### src/rtl/seq_pattern_detector.sv
`default_nettype none
// ============================================================================
// Module      : seq_pattern_detector
// Description : Serial pattern detector. Compares the newest WIDTH accepted
//               bits against PATTERN (MSB received first), with Mealy and
//               registered match outputs and a saturating match counter.
//               Overlapping or non-overlapping detection is selectable.
// Revision    : 1.0 - initial release
// ============================================================================
module seq_pattern_detector #(
  parameter int unsigned WIDTH   = 3,
  parameter logic [31:0] PATTERN = 32'b010,
  parameter bit          OVERLAP = 1'b1,
  parameter int unsigned CNT_W   = 8
) (
  input  logic             clock,
  input  logic             reset_n,
  input  logic             en,
  input  logic             x,
  input  logic             clear,
  output logic             y,
  output logic             y_q,
  output logic [CNT_W-1:0] match_count,
  output logic             count_sat
);

  localparam int unsigned HIST_W = WIDTH - 1;
  localparam int unsigned FILL_W = (WIDTH > 2) ? $clog2(WIDTH) : 1;
  localparam logic [FILL_W-1:0] FILL_FULL = FILL_W'(WIDTH - 1);
  localparam logic [WIDTH-1:0]  PAT       = PATTERN[WIDTH-1:0];

  // Reject illegal configurations at elaboration time.
  if (WIDTH < 2 || WIDTH > 16) begin : g_bad_width
    $error("seq_pattern_detector: WIDTH must be in 2..16");
  end
  if (CNT_W < 1 || CNT_W > 32) begin : g_bad_cnt_w
    $error("seq_pattern_detector: CNT_W must be in 1..32");
  end
  if ((PATTERN >> WIDTH) != 32'd0) begin : g_bad_pattern
    $error("seq_pattern_detector: PATTERN is wider than WIDTH");
  end

  logic [HIST_W-1:0] hist;
  logic [HIST_W-1:0] hist_next;
  logic [FILL_W-1:0] fill;
  logic              full;
  logic              window_hit;

  // With a single history bit there is nothing to shift, only replace.
  if (HIST_W == 1) begin : g_hist_single
    assign hist_next = x;
  end else begin : g_hist_shift
    assign hist_next = {hist[HIST_W-2:0], x};
  end

  // The window only counts once WIDTH real bits have been collected, so
  // reset-value zeros can never produce a match.
  assign full       = (fill == FILL_FULL);
  assign window_hit = ({hist, x} == PAT);
  assign y          = en & ~clear & full & window_hit;
  assign count_sat  = &match_count;

  // History shift register and fill level; fill acts as the S0..S(WIDTH-1)
  // state and stops at full, after which the shift register does the work.
  always_ff @(posedge clock or negedge reset_n) begin
    if (!reset_n) begin
      hist <= '0;
      fill <= '0;
    end else if (clear) begin
      hist <= '0;
      fill <= '0;
    end else if (en) begin
      hist <= hist_next;
      if (y) begin
        // Non-overlapping mode restarts collection after every match.
        if (!OVERLAP) begin
          fill <= '0;
        end
      end else if (!full) begin
        fill <= fill + FILL_W'(1);
      end
    end
  end

  // Registered match pulse and saturating match counter.
  always_ff @(posedge clock or negedge reset_n) begin
    if (!reset_n) begin
      y_q         <= 1'b0;
      match_count <= '0;
    end else if (clear) begin
      y_q         <= 1'b0;
      match_count <= '0;
    end else begin
      y_q <= y;
      if (y && !count_sat) begin
        match_count <= match_count + CNT_W'(1);
      end
    end
  end

endmodule
`default_nettype wire

### config.mk
export PLATFORM = sky130hd
export DESIGN_NAME = seq_pattern_detector
export DESIGN_NICKNAME = d
export VERILOG_FILES = /design/src/rtl/seq_pattern_detector.sv
export SDC_FILE = /design/constraint.sdc
export NUM_CORES = 1
export LEC_CHECK = 0
export BUFFER_PORTS_ARGS = -buffer_cell sky130_fd_sc_hd__buf_2
export CORE_MARGIN = 4
export CORE_UTILIZATION = 50
export CTS_CLUSTER_SIZE = 30
export DETAILED_ROUTE_END_ITERATION = 10
export PLACE_DENSITY = 0.85
export REMOVE_ABC_BUFFERS = 1
export SETUP_SLACK_MARGIN = 0.4
export SYNTH_ARGS = -nofsm -noshare
export SYNTH_HDL_FRONTEND = slang
export SYNTH_SLANG_ARGS = --single-unit
### constraint.sdc
create_clock -name clock -period 2 [get_ports clock]
set_input_delay 0 -clock clock [delete_from_list [all_inputs] [get_ports clock]]
set_output_delay 0 -clock clock [all_outputs]
set_load 0.05 [all_outputs]
# After elaboration in Yosys (flattened, before gate mapping)
# Index checks and enable logic that the tools add are counted.
[word_totals]
register_bits = 13
input_bits = 5
out_inout_bits = 11
wordCells = 29
[op_classes]
addsub = 2
n_eq_ne = 4
n_mux = 9
bitwise = 4
reduce_logical = 6
[op_table]
columns = ["operator", "n"]
rows = [
  ["$mux 8", 2],
  ["$mux 2", 6],
  ["$add 8x1->8 const B", 1],
  ["$reduce_and 8->1", 1],
  ["$reduce_bool 2->1", 2],
  ["$and 1x1->1", 3],
  ["$eq 3x2->1 const B", 1],
  ["$reduce_and 3->1", 1],
  ["$add 2x1->2 const B", 1],
  ["$eq 2x2->1 const B", 1],
  ["$ne 2x1->1 const B", 1],
  ["$ne 2x2->1 const B", 1],
  ["$logic_and 1x1->1", 1],
  ["$logic_not 1->1", 1],
  ["$mux 1", 1],
  ["$not 1->1", 1],
]

# Longest topological paths before layout
# Gate-level depths: netlist (run 1).
[depth]
depth_word = 7
mapped_depth = 6
ltp_nobuf = 6

# Worst setup path before layout (run 1)
# OpenSTA, ideal clock, no wires.
[synth_path]
path_type = "reg-to-reg"
startpoint = "register match_count[0]"
endpoint = "register match_count[1]"
setup_ns = 0.125
arrival_ns = 2.270
t_required_ns = 1.875
slack_ns = -0.394
path_stages_with_launch = 6
n_path_buf = 0
synth_period_minus_slack_ns = 2.394
cell_sequence = "dfrtp_1 > ha_1 > nand3_1 > nor2_1 > nor2_1 > mux2_2"
[synth_between]
elab_chain_len = 4
elab_cells_between_ends = 7
classes_between = "add/sub (1); mux (2); reduce/logical (4)"
[synth_rtl]
columns = ["item", "line_no", "text"]
rows = [
  ["from (decl)", "23", "output logic [CNT_W-1:0] match_count,"],
  ["from (signal assigned)", "96", "match_count <= match_count + CNT_W'(1);"],
  ["$reduce_and 8->1", "61", "assign count_sat = &match_count;"],
  ["via count_sat", "24", "output logic count_sat"],
  ["$logic_not 1->1", "95", "if (y && !count_sat) begin"],
  ["$logic_and 1x1->1", "95", ""],
  ["$reduce_bool 2->1 (no line)", "n/a", ""],
]
# The timed path passes the listed nets, and every way through them passes these cells. The select of a mux whose other input is x is not followed.
# A chain may end at the register's enable or synchronous reset.

# Final worst setup path (run 1)
[layout_path]
startpoint = "register hist[1]"
endpoint = "register match_count[3]"
[layout_between]
elab_chain_len = 4
[layout_rtl]
columns = ["item", "line_no", "text"]
rows = [
  ["from (decl)", "43", "logic [HIST_W-1:0] hist;"],
  ["from (signal assigned)", "73", "hist <= hist_next;"],
  ["$eq 3x2->1", "59", "assign window_hit = ({hist, x} == PAT);"],
  ["$and 1x1->1", "60", "assign y = en & ~clear & full & window_hit;"],
  ["$logic_and 1x1->1", "95", ""],
  ["$reduce_bool 2->1 (no line)", "n/a", ""],
]
# No other way between the ends.

==> results.md, run 1 <==
* Synth top area share at between 40% and 50%
* Status: finished clean
* FF-to-FF path depth at 5
* Root Buffer Master: clkbuf_4
* Slowest-stage cell, CP: or4_4
* Average wire per standard cell at 16.8 microns
* Most frequent cells in the layout: dfrtp_1 (13), buf_2 (13), buf_4 (9)
* RSZ-0062 raised after global routing: yes
* CTS Buf Count at 3
* Antenna Cells at 0
* Cell area after placement at between 700 and 800 sq um
* Cell variety after synth at 30
* Mapped Cells at between 60 and 70
* Vias per cell at 6.02
* CTS max path bufs at 2
* Port Buffers at 15
* Delay-heaviest family, CP: simple AND/OR/NAND/NOR gates
* DR iter-0 viols at 34
* Post-Syn Area per Cell at 9.86 sq um
* Clock Latency Late Sink at 0.28 ns
* Layout cells sized above 1 at 40.2%
* Crit path kind: flop to flop
* # IOs at 16
* Final Cycle Share at 82.8%
* Initial antenna violation count at 0
* Crit-path max cell delay at between 0.4 and 0.5 ns
* Hold Path Class: primary input to flop
* Grt total ovfl at 0
* Hold path endpoint: hist[0]
* Core ar. at 1190 sq um
* Pwr dens at 519 nW/um^2
* Final setup fails at 0
* Nets@finish at 105
* Max Clock Skew at 0.00636 ns
* Slew Viols, Final at 0
* WHS Path Cells at 3
* Mapped cell area at 671 sq um
* DRC viols at 0
* GPL Wtd Cong at 0.746
* Required time of the critical path at approximately 2.2 ns
* Hold Startpoint: x
* Critical Path Sink Type: flop
* Clock slew at reported path FFs at 0.08 ns
* Clock sinks at 13
* Worst-path fanout max at 3
* Site Rows at 12
* #FFs+latches synth at 13
* Largest net degree at the start of global routing at 14
* Area leader, netlist: dfrtp_1
* Initial Util at 56.5%
* Total GRT Usage at 18.8%
* Tightest Pin Transition at just over 0.3 ns
* Final hold vios at 0
* First-pass GRT wire length at around 2700 microns
* Total die area at approximately 2000 sq um
* Startpoint types: flop
* H-tree levels at 1
* WP buf/inv at 1
* Synthesis-to-finish area growth at 38.6%
* Leak at 0.468 nW
* Antenna Nets Post-Route at 0
* Chip Width at 44.6 microns
* Reg2Reg Launch Point: hist[1]
* Fmax at about 600 MHz
* Final instance area at between 900 and 1000 sq um
* Overall power at 0.482 mW
* Hpwl dp at between 1000 and 1500 microns
* Worst hold slack at between 0.015 and 0.02 ns
* Vias in the first global route at 622
* Slew HR at 79.6%
* Ys Warns at 0
* Top cells by area, synth: dfrtp_1 (49%), a21oi_1 (5.2%), nor2_1 (4.5%), ha_1 (3.7%), mux2i_1 (3.0%)
* Tmin final at roughly 1.7 ns
* Worst Path Arrival at 1.87 ns
* Routed WL at roughly 1900 microns
* Register area share after synthesis at between 40 and 50%
* CTS tree: yes
* First-pass DRT Iterations at 4
* Vias at approximately 670
* Max_cap viols at 0
* Worst R2R Setup Slack at between 0.3 and 0.4 ns
* Die H at between 40 and 50 microns
* Crit Reg-Reg Endpoint: match_count[3]
* Critical path cell sequence: nor4bb_1 > nand3b_1 > buf_6 > or4_4 > a21oi_2
* Peak VDD IR at 0.460 mV
[cell families after synthesis]
logic type,count (synthesis),share of synthesized area [%]
AO/OA/AOI/OAI,18,17.3
XOR/XNOR,1,1.31
adder cells (fa/ha/maj),2,3.73
buffers and inverters,7,5.04
flip-flops,13,48.5
multiplexers,3,4.66
AND/OR/NAND/NOR,24,19.4
[through the flow]
| stage | setup slack [ns] | utilization [%] | TNS (ns) | cells |
|---|---|---|---|---|
| global route | 0.293 | 78.4 | 0 | 111 |
| detailed placement | 0.211 | 63.1 | 0 | 95 |
| floorplan | -0.394 | - | -1.53 | 66 |
| finish | 0.343 | 78.4 | 0 | 111 |
| global placement | 0.326 | 63.1 | 0 | 95 |
| CTS | 0.410 | 69.9 | 0 | 104 |
[power breakdown]
group / switching, mW / total (mW) / internal [mW]
sequential: 0.00328 / 0.273 / 0.269
clock: 0.0872 / 0.164 / 0.0773
combinational: 0.0261 / 0.0452 / 0.0190
total: 0.117 / 0.482 / 0.366
[worst reg2reg max path: stages, from the launching register on]
cell and delay, ns:
dfrtp_1 0.39, nor4bb_1 0.28, nand3b_1 0.19, buf_6 0.17, or4_4 0.43, a21oi_2 0.14
[metal layers]
metal | GRT usage (%) | routed length (microns)
met1 | 21.3 | 749
met2 | 31.5 | 892
met3 | 6.50 | 181
met4 | 8.43 | 37
met5 | 0 | 0
[sequential cells by signal, indices dropped and copies added, names as in the netlist]
name	cells
match_count	8
y_q	1
fill	2
hist	2
[how the worst max path moves through the flow]
| stage | startpoint | endpoint | slack, ns | depth (start not counted) |
|---|---|---|---|---|
| 3_3_place_gp | hist[1] | match_count[5] | 0.33 | 4 |
| 5_1_grt | hist[1] | match_count[5] | 0.29 | 6 |
| 4_1_cts | match_count[1] | match_count[5] | 0.41 | 4 |
| 2_1_floorplan | match_count[0] | match_count[1] | -0.39 | 5 |
| 3_5_place_dp | hist[0] | match_count[3] | 0.21 | 4 |
| 6_report | hist[1] | match_count[3] | 0.34 | 5 |
[synth_stat cells]
| master | number |
|---|---|
| a21boi_0 | 1 |
| a21oi_1 | 7 |
| a311oi_1 | 2 |
| a31oi_1 | 2 |
| a41oi_1 | 1 |
| and3_1 | 1 |
| buf_6 | 1 |
| clkbuf_1 | 1 |
| clkinv_1 | 1 |
| dfrtp_1 | 13 |
| ha_1 | 2 |
| inv_1 | 4 |
| mux2_2 | 1 |
| mux2i_1 | 2 |
| nand2_1 | 2 |
| nand2b_1 | 1 |
| nand3_1 | 3 |
| nand3b_1 | 1 |
| nand4_1 | 1 |
| nor2_1 | 8 |
| nor2b_1 | 1 |
| nor4bb_1 | 1 |
| o21ai_0 | 1 |
| o21bai_1 | 2 |
| o31ai_1 | 2 |
| or2_2 | 1 |
| or2b_1 | 1 |
| or3_1 | 1 |
| or4_1 | 2 |
| xnor2_1 | 1 |
[area by class of cell]
cell class / instances / area [sq um]
multi-input cells: 48 / 354
flip-flops and latches: 13 / 325
fillers: 71 / 256
repair buffers: 27 / 188
clock buffers: 4 / 26.3
inverters: 5 / 18.8
well taps: 14 / 17.5
[repair_timing]
action                                  CTS  global route
pin swaps                                 4             7
endpoints found under the setup margin    9            10
hold buffers                              1             0
buffers inserted                          4             7
resized for setup                         5            13
hold endpoints to repair                 13             0
(Power assumes the default switching activity.)
==> run 2: changes to the inputs <==
ABC_AREA = 1   (was unset)
CORE_UTILIZATION = 47   (was 50)
PLACE_DENSITY = 0.83   (was 0.85)
clock period = 1.4 ns   (was 2 ns; I/O delays follow)
==> run 2 against run 1 <==
Against the previous run:
- worst hold slack improved by 0.0048 ns
- clock power increased by 46%
- synthesized cell count increased by 35%
- global-route usage decreased by 2.9 points
- first-iteration DRC count decreased by 56%
- via count increased by 8.8%
- final cell count increased by 24%
==> results.md, run 2 <==
* Mapped cell area at 776 sq um (+16%)
* Layout cells sized above 1 at 41.8% (+1.6 points)
* Post-synth EDFFs at 0 (unchanged)
* Vias in the first global route at 732 (+18%)
* Synth top area share at 41.9% (-6.6 points)
* Tightest Pin Transition at 0.336 ns (+0.0330 ns)
* First-pass DRT Iterations at 4 (unchanged)
* Routed WL at 1820 microns (-2.2%)
* Top cells by area, synth: dfrtp_1 (42%), nand3_1 (9.7%), nand2_1 (6.8%), inv_1 (6.3%), nor2_1 (3.9%)
* Final instance area at 1100 sq um (+18%)
* Required time of the critical path at 1.40 ns (-0.81 ns)
* Total die area at 2360 sq um (+19%)
* Biggest register: match_count
* DR iter-0 viols at 15 (-56%)
* Initial Util at 50.3% (-6.2 points)
* Total GRT Usage at 15.9% (-2.9 points)
* Post-Syn Area per Cell at 8.43 sq um (-15%)
* Worst-path fanout max at 3 (unchanged)
* Startpoint types: flop
* Cell variety after synth at 23 (-23%)
* Final Cycle Share at 96.8%
* Antenna Cells at 0 (unchanged)
* Site Rows at 14 (+2)
* # IOs at 16 (unchanged)
* Max Clock Skew at 0.00331 ns (-0.00304 ns)
* Critical Path Sink Type: output port
* Final setup fails at 0 (unchanged)
* Root Buffer Master: clkbuf_4
* Overall power at 0.852 mW (+77%)
* Die H at 48.6 microns (+9.0%)
* Pwr dens at 775 nW/um^2 (+49%)
* Slew HR at 77.6% (-2.0 points)
* Top post-synthesis cells by count: nand3_1 (15), nand2_1 (14), dfrtp_1 (13), inv_1 (13), nor2_1 (8)
* Average wire per standard cell at 13.2 microns (-21%)
* DRC viols at 0 (unchanged)
* Max reg flops at 8 (unchanged)
* Leak at 0.573 nW (+22%)
* Area leader, netlist: dfrtp_1
* Crit path kind: flop to output port
* Most frequent cells in the layout: nand3_1 (14), nand2_1 (13), inv_1 (11), dfrtp_1 (11)
* Chip Width at 48.6 microns (+9.0%)
* CTS tree: yes
* CTS Buf Count at 3 (unchanged)
* Port Buffers at 15 (unchanged)
* Tmin final at 1.35 ns
* Peak VDD IR at 0.536 mV (+17%)
* Largest registers: match_count (8), fill (2), hist (2)
* Register area share after synthesis at 41.9% (-6.6 points)
* Most common cell in the synthesized netlist: nand3_1
* Clock Latency Late Sink at 0.28 ns (about the same)
* Grt total ovfl at 0 (unchanged)
* Max_cap viols at 0 (unchanged)
* GPL Wtd Cong at 0.849 (+14%)
* Synthesis-to-finish area growth at 41.8%
* Status: finished clean
* CTS max path bufs at 2 (unchanged)
* First-pass GRT wire length at 3070 microns (+14%)
* Cell area after placement at 888 sq um (+19%)
* Hpwl dp at 1210 microns (+15%)
* Largest net degree at the start of global routing at 15 (+1)
* Antenna Nets Post-Route at 0 (unchanged)
* Core ar. at 1540 sq um (+30%)
* Clock slew at reported path FFs at 0.09 ns (about the same)
* Clock sinks at 13 (unchanged)
* Final hold vios at 0 (unchanged)
* Vias per cell at 5.27 (-12%)
* Async SR Flop Fraction at 100% (unchanged)
* RSZ-0062 raised after global routing: yes
* Most common cell after layout, fill and taps aside: nand3_1
* Hold Path Class: primary input to flop
* Nets@finish at 130 (+24%)
* Worst Path Arrival at 1.35 ns (-0.52 ns)
* Vias at 727 (+8.8%)
* Ys Warns at 0 (unchanged)
* Mapped Cells at 92 (+35%)
* H-tree levels at 1 (unchanged)
* Fmax at 738 MHz
* Ys flop type: dfrtp_1
* Slew Viols, Final at 0 (unchanged)
* Initial antenna violation count at 0 (unchanged)
* #FFs+latches synth at 13 (unchanged)
## run 2: cell types whose count changed after synthesis, sizes merged, moves of 3 or more
cell   before  now
nand3       3   16
inv         4   15
nand2       2   19
a21oi       7    4
o21ai       1    6
## run 2: metrics by stage
| stage | setup WS [ns] | setup TNS, ns | cells | util (%) | hold WS (ns) |
|---|---|---|---|---|---|
| floorplan | -0.243 | -1.88 | 91 | - | -0.296 |
| global placement | 0.0980 | 0 | 125 | 57.6 | -0.0989 |
| detailed placement | 0.0498 | 0 | 125 | 57.6 | -0.0935 |
| CTS | 0.0572 | 0 | 136 | 67.9 | 0.0102 |
| global route | -0.0122 | -0.0167 | 138 | 71.3 | 0.0267 |
| finish | 0.0452 | 0 | 138 | 71.3 | 0.0230 |
## run 2: layout make-up
class                   instances  area, sq um
fillers                       110          442
multi-input cells              63          433
flip-flops and latches         13          328
repair buffers                 27          235
inverters                      15         56.3
clock buffers                   3         22.5
well taps                      16         20.0
clock inverters                 1         5.00
## run 2: worst max-delay path, cell delays in order, from the launching register on
cell     delay, ns
dfrtp_1       0.37
ha_2          0.19
nand2_2       0.08
nor2_4        0.13
nand2_4       0.09
inv_2         0.07
buf_8         0.14
## run 2: cell families (layout without fill, tap and decap cells)
logic type / after synthesis / after routing / share of synthesized area (%)
multiplexers: 1 / 1 / 1.29
AND/OR/NAND/NOR: 46 / 46 / 34.7
flip-flops: 13 / 13 / 41.9
AO/OA/AOI/OAI: 12 / 12 / 8.71
adder cells (fa/ha/maj): 2 / 2 / 3.23
XOR/XNOR: 2 / 2 / 2.26
buffers and inverters: 16 / 46 / 7.90
## run 2: layer usage
metal  share of wire [%]  GRT usage (%)
met1                  45           19.9
met2                  48           26.3
met3                 3.8           2.76
met4                 3.2           7.17
met5                   0              0
## run 2: where the power goes
| part | total (mW) | switching, mW | internal [mW] |
|---|---|---|---|
| logic | 0.204 | 0.108 | 0.0964 |
| clock network | 0.240 | 0.134 | 0.106 |
| registers | 0.408 | 0.0146 | 0.393 |
## run 2: what timing repair did
item,CTS,global route
setup buffers,5,2
hold buffers,2,0
gates resized for setup,23,14
endpoints found under the hold margin,15,0
endpoints found under the setup margin,17,18
pin swaps,7,4
## run 2: path summary, 6_finish.rpt
| check | start | cells past startpoint | end | slack, ns |
|---|---|---|---|---|
| min in group asynchronous | reset_n | 2 | fill[1] | 0.13 |
| min reg2reg | hist[1] | 2 | hist[1] | 0.56 |
| max in group asynchronous | reset_n | 2 | match_count[2] | 1.02 |
| max reg2reg | match_count[0] | 8 | match_count[3] | 0.11 |
| min | en | 3 | hist[1] | 0.02 |
| max | match_count[0] | 6 | count_sat | 0.05 |
